File: config.mk
export PLATFORM = sky130hd
export DESIGN_NAME = constraint_sample_driver
export DESIGN_NICKNAME = d
export VERILOG_FILES = /design/src/rtl/constraint_sample_driver.sv
export SDC_FILE = /design/constraint.sdc
export NUM_CORES = 1
export LEC_CHECK = 0
export CORE_MARGIN = 2
export CORE_UTILIZATION = 48
export DETAILED_ROUTE_END_ITERATION = 16
export HOLD_SLACK_MARGIN = 0.15
export MAX_ROUTING_LAYER = met4
export PLACE_DENSITY_LB_ADDON = 0.12
export SLEW_MARGIN = 20
export SYNTH_ARGS = -nofsm -noshare
export SYNTH_HDL_FRONTEND = slang
export SYNTH_SLANG_ARGS = --single-unit
File: constraint.sdc
create_clock -name clk -period 4 [get_ports clk]
set_clock_uncertainty 0.1 [all_clocks]
set_input_delay 0.6 -clock clk [delete_from_list [all_inputs] [get_ports clk]]
set_output_delay 0.6 -clock clk [all_outputs]
set_load 0.01 [all_outputs]
File: src/rtl/constraint_sample_driver.sv
// constraint_sample_driver
//   Stimulus stage for a combinational constraint checker. Generates
//   pseudo-random candidate vectors from K = ceil(VEC_W/32) Galois LFSR
//   lanes, samples the checker's satisfied bit in the same cycle, and hands
//   each satisfying vector downstream over valid/ready until HIT_TARGET
//   solutions are accepted or TRIAL_LIMIT candidates have been checked.
//
//   Optional feature macro: FAIL_STREAK_EN (adds max_streak output).
//
// Ports:
//   clk, rst_n    clock, synchronous active-low reset
//   start, seed   start/restart pulse (IDLE/DONE only), run seed
//   cand_o        registered candidate vector to checker inputs
//   sat_i         checker satisfied bit, combinational from cand_o
//   sol_valid/sol_ready/sol_data   solution handshake and captured vector
//   busy, done, exhausted          run status
//   trial_count, hit_count         per-run counters
//   max_streak    (FAIL_STREAK_EN) longest run of failing trials this run
module constraint_sample_driver #(
    parameter int unsigned VEC_W       = 64,
    parameter int unsigned HIT_TARGET  = 4,
    parameter int unsigned TRIAL_LIMIT = 1000,
    parameter int unsigned CNT_W       = 16
) (
    input  logic             clk,
    input  logic             rst_n,
    input  logic             start,
    input  logic [31:0]      seed,
    output logic [VEC_W-1:0] cand_o,
    input  logic             sat_i,
    output logic             sol_valid,
    input  logic             sol_ready,
    output logic [VEC_W-1:0] sol_data,
    output logic             busy,
    output logic             done,
    output logic             exhausted,
    output logic [CNT_W-1:0] trial_count,
    output logic [CNT_W-1:0] hit_count
`ifdef FAIL_STREAK_EN
    ,
    output logic [CNT_W-1:0] max_streak
`endif
);

    localparam int unsigned      K         = (VEC_W + 31) / 32;
    localparam logic [31:0]      LFSR_MASK = 32'h8020_0003;
    localparam logic [31:0]      GOLDEN    = 32'h9E37_79B9;
    localparam logic [CNT_W-1:0] TRIAL_MAX = CNT_W'(TRIAL_LIMIT);
    localparam logic [CNT_W-1:0] HIT_MAX   = CNT_W'(HIT_TARGET);

    typedef enum logic [1:0] {
        S_IDLE,
        S_CHECK,
        S_HOLD,
        S_DONE
    } state_t;

    state_t state, state_nxt;

    logic [31:0]     lane      [K];
    logic [31:0]     lane_seed [K];
    logic [31:0]     lane_step [K];
    logic [K*32-1:0] lane_flat;
    logic [31:0]     mixed;

    logic load, step, capture, inc_trial, inc_hit, set_exh;

    // Per-lane seed mixing and one Galois step; a zero seed would lock the
    // lane at zero, so it is replaced by 1.
    always_comb begin
        mixed     = '0;
        lane_flat = '0;
        for (int unsigned i = 0; i < K; i++) begin
            mixed        = seed ^ (i * GOLDEN);
            lane_seed[i] = (mixed == '0) ? 32'h0000_0001 : mixed;
            lane_step[i] = {1'b0, lane[i][31:1]} ^ (lane[i][0] ? LFSR_MASK : '0);
            lane_flat[i*32 +: 32] = lane[i];
        end
    end

    assign cand_o = lane_flat[VEC_W-1:0];

    always_ff @(posedge clk) begin
        if (!rst_n) state <= S_IDLE;
        else        state <= state_nxt;
    end

    always_comb begin
        state_nxt = state;
        load      = 1'b0;
        step      = 1'b0;
        capture   = 1'b0;
        inc_trial = 1'b0;
        inc_hit   = 1'b0;
        set_exh   = 1'b0;
        sol_valid = 1'b0;
        busy      = 1'b0;
        done      = 1'b0;
        case (state)
            S_IDLE: begin
                if (start) begin
                    load      = 1'b1;
                    state_nxt = S_CHECK;
                end
            end
            S_CHECK: begin
                busy      = 1'b1;
                inc_trial = 1'b1;
                if (sat_i) begin
                    // Lanes hold so cand_o stays equal to sol_data in HOLD.
                    capture   = 1'b1;
                    state_nxt = S_HOLD;
                end else if (trial_count + 1'b1 == TRIAL_MAX) begin
                    set_exh   = 1'b1;
                    state_nxt = S_DONE;
                end else begin
                    step = 1'b1;
                end
            end
            S_HOLD: begin
                busy      = 1'b1;
                sol_valid = 1'b1;
                if (sol_ready) begin
                    inc_hit = 1'b1;
                    if (hit_count + 1'b1 == HIT_MAX) begin
                        state_nxt = S_DONE;
                    end else if (trial_count == TRIAL_MAX) begin
                        set_exh   = 1'b1;
                        state_nxt = S_DONE;
                    end else begin
                        step      = 1'b1;
                        state_nxt = S_CHECK;
                    end
                end
            end
            S_DONE: begin
                done = 1'b1;
                if (start) begin
                    load      = 1'b1;
                    state_nxt = S_CHECK;
                end
            end
            default: state_nxt = S_IDLE;
        endcase
    end

    always_ff @(posedge clk) begin
        if (!rst_n) begin
            lane        <= '{default: '0};
            sol_data    <= '0;
            trial_count <= '0;
            hit_count   <= '0;
            exhausted   <= 1'b0;
        end else begin
            if (load) begin
                lane        <= lane_seed;
                trial_count <= '0;
                hit_count   <= '0;
                exhausted   <= 1'b0;
            end else if (step) begin
                lane <= lane_step;
            end
            if (inc_trial) trial_count <= trial_count + 1'b1;
            if (inc_hit)   hit_count   <= hit_count + 1'b1;
            if (capture)   sol_data    <= cand_o;
            if (set_exh)   exhausted   <= 1'b1;
        end
    end

`ifdef FAIL_STREAK_EN
    logic [CNT_W-1:0] streak;

    always_ff @(posedge clk) begin
        if (!rst_n || load) begin
            streak     <= '0;
            max_streak <= '0;
        end else if (inc_trial) begin
            if (sat_i) begin
                streak <= '0;
            end else begin
                streak <= streak + 1'b1;
                if (streak + 1'b1 > max_streak) max_streak <= streak + 1'b1;
            end
        end
    end
`endif

endmodule

==> flow_metrics.py <==
metrics = {
    "clock_network": {
        "tritoncts": "yes",
        "clock_sinks": 163,
        "cts_hold_buf": 0,
        "cts_resized": 0,
        "root_buffer": "clkbuf_16",
        "clock_latency_ns": 0.42,
        "clkTransAtPathRegs_ns": 0.07,
        "htreeDepth": 4,
        "cts_setup_buffers": 0,
        "cts-buffers-inserted": 17,
        "cts_buffer_depth": 2,
    },
    "drt": {
        "wl_met3_um": 1540,
        "wl_met1_um": 10000,
        "wl_met2_um": 10400,
        "avgViaCountPerCell": 5.85,
        "vias": 7188,
        "avgRoutedWirePerCell_um": 18.1,
        "top_layer": "met4",
        "dr.pass1.iters": 5,
        "drt_iter0_drc": 659,
        "route.detailed.drc": 0,
        "drtAntennaViolNets": 0,
        "wl_um": 22300,
    },
    "sta": {
        "finalCriticalPeriod_ns": 3.49,
        "period_share_pct": 87.2,
        "worstMarginPinSlew_ns": 0.826,
        "hold_viol": 0,
        "max_freq_mhz": 287,
        "fin_ws_ns": 0.512,
        "finalSetupTns_ns": 0,
        "rsz0062_at_grt": "no",
        "maxSlewViolCount": 0,
        "finalSetupViolations": 0,
        "relSlewSlack_pct": 44.9,
        "holdWs_ns": 0.353,
    },
    "die": {
        "fp.dieW_um": 127,
        "rows": 44,
        "dieArea_sq_um": 16200,
        "io_pins": 201,
        "start_util_pct": 49.7,
        "core_area_sq_um": 14600,
        "die_h_um": 127,
    },
    "placement": {
        "dpl.hpwl_um": 15500,
        "pre_cts_ws_ns": 0.543,
        "port_buffers": 200,
        "gp_congestion": 0.926,
    },
    "power_and_ir_drop": {
        "p_per_area_nw_per_um2": 546,
        "sequentialPowerShare_pct": 40.0,
        "p_leak_uw": 0.00351,
        "power.share.clock_pct": 30.0,
        "cellInternalPower_uw": 3540,
        "worst_ir_drop_vdd_uv": 371,
        "p_switching_uw": 1860,
        "netSwitchingFraction_pct": 34.4,
        "comb_power_share_pct": 30.0,
    },
    "global_route": {
        "gr-total-overflow": 0,
        "grt_pass1_wl_um": 34900,
        "grt_pass1_vias": 6571,
        "grt.total_usage_pct": 27.7,
        "grt_max_degree": 75,
        "antenna_found_initial": 1,
    },
    "logic_synthesis": {
        "yosysMostFrequentCell": "nand2_1",
        "ys_seq_area_share_pct": 44.9,
        "synth_area_leader_cell": "dfxtp_1",
        "yosys_most_used_dff": "dfxtp_1",
        "synthCells": 873,
        "synth_edf_count": 0,
        "synth_fp_nets": 917,
        "synth_seq_cells": 163,
        "ys_warn_count": 0,
        "netlist_area_sq_um": 7270,
        "synth.top_cells.by_count": "nand2_1 (185), dfxtp_1 (163), a21oi_1 (111)",
        "ys_types": 58,
        "syn_area_per_cell_sq_um": 8.33,
        "synthTopCellsByArea": "dfxtp_1 (45%), nand2_1 (9.5%), a21oi_1 (7.6%)",
        "async_reset_ff_share_pct": 0,
        "synth_top_area_share_pct": 44.9,
    },
    "setup_path": {
        "cp_max_fo": 21,
        "worstSetupStartpoint": "hit_count[0]",
        "crit_chain": "ha_1 -> nand3_1 -> nor3_1 -> nand3_1 -> a211o_1 -> a2111oi_4 -> o41ai_4 -> and2_1 -> buf_4 -> a221o_1",
        "critical_path.slowest_cell": "a2111oi_4",
        "cpPeakStageDelay_ns": 0.47,
        "arrival_ns": 3.70,
        "endpoint_kind": "register",
        "r2r-start": "hit_count[0]",
        "path_class": "reg2reg",
        "cp_common_cell": "nand3_1",
        "required_ns": 4.21,
        "start_kind": "register",
    },
    "job": {
        "maxCapViolations": 0,
    },
    "hold_path": {
        "min_from": "sol_data[47]",
        "hold_class": "reg2reg",
    },
    "final_layout": {
        "nets": 1076,
        "drive_above_1_share_pct": 5.56,
        "ff_latch_area_sq_um": 3260,
        "fillers": 1244,
        "multi_input_area_sq_um": 3680,
        "area_growth_pct": 35.9,
    },
    "status": {
        "status": "finished, final reports clean",
    },
}
registers in the layout (all words and copies together) (netlist names):
signal / flops
trial_count: 16
sol_data: 64
state: 2
cand_o: 64
hit_count: 16
exhausted: 1
power groups by stage:
stage	Sequential, uW	Combinational (uW)	Clock [uW]
3_5_place_dp	2180	1610	0
5_1_grt	2190	1740	1720
2_1_floorplan	2180	808	0
3_3_place_gp	2180	1600	0
6_report	2160	1620	1620
4_1_cts	2150	1620	1650
cells by family after synthesis:
kind of cell    Yosys count  synth area share (%)
compound gates          225                  20.8
simple gates            367                  24.2
fa+ha+maj                 7                  1.20
buf+inv                  81                  4.92
mux                      18                  2.49
flops                   163                  44.9
xor+xnor                 12                  1.44
path summary, 6_finish.rpt:
path	slack [ns]	cells past startpoint	to
max reg2reg	0.51	10	cand_o[16]
min	0.35	2	sol_data[47]
max	0.51	10	cand_o[16]
min reg2reg	0.35	2	sol_data[47]
per-layer routing:
| layer | global-route usage [%] | vias to the layer above |
|---|---|---|
| li1 | - | 3467 |
| met1 | 37.8 | 3419 |
| met2 | 41.7 | 268 |
| met3 | 6.24 | 34 |
| met4 | 7.50 | 0 |
| met5 | - | - |
metrics by stage:
stage / cell area (sq um) / std cells / utilization (%) / total power (uW)
detailed placement: 9300 / 1197 / 63.5 / 3790
global route: 9890 / 1229 / 67.5 / 5640
finish: 9890 / 1229 / 67.5 / 5390
global placement: 9300 / 1197 / 63.5 / 3780
CTS: 9880 / 1228 / 67.5 / 5410
floorplan: 7270 / 873 / - / 2990
cells in the final DEF (no fill, tap or decap), drive strengths merged, types with 19 or more instances in the layout:
cell / count
a21oi: 111
a221o: 40
and3: 37
clkdlybuf4s50: 200
dfxtp: 163
nand2: 185
nand3: 19
nor2: 37
o21ai: 22
critical path: cells and delay by family (launching register included):
family                     cells  cell delay [ns]
and+or+nand+nor                4             0.91
DFF                            1             0.46
adders and majority gates      1             0.35
AOI/OAI and AO/OA              4             1.22
buffers and inverters          1             0.33
final cells by class:
class / instances / area share, %
Inverter: 9 / 0.354
Clock inverter: 14 / 1.57
Sequential cell: 163 / 33.0
Antenna cell: 1 / 0.0253
Clock buffer: 17 / 4.30
Tap cell: 184 / 2.33
Multi-Input combinational cell: 629 / 37.3
Timing Repair Buffer: 212 / 21.2
Note: power is estimated with default switching activity, not from simulation.
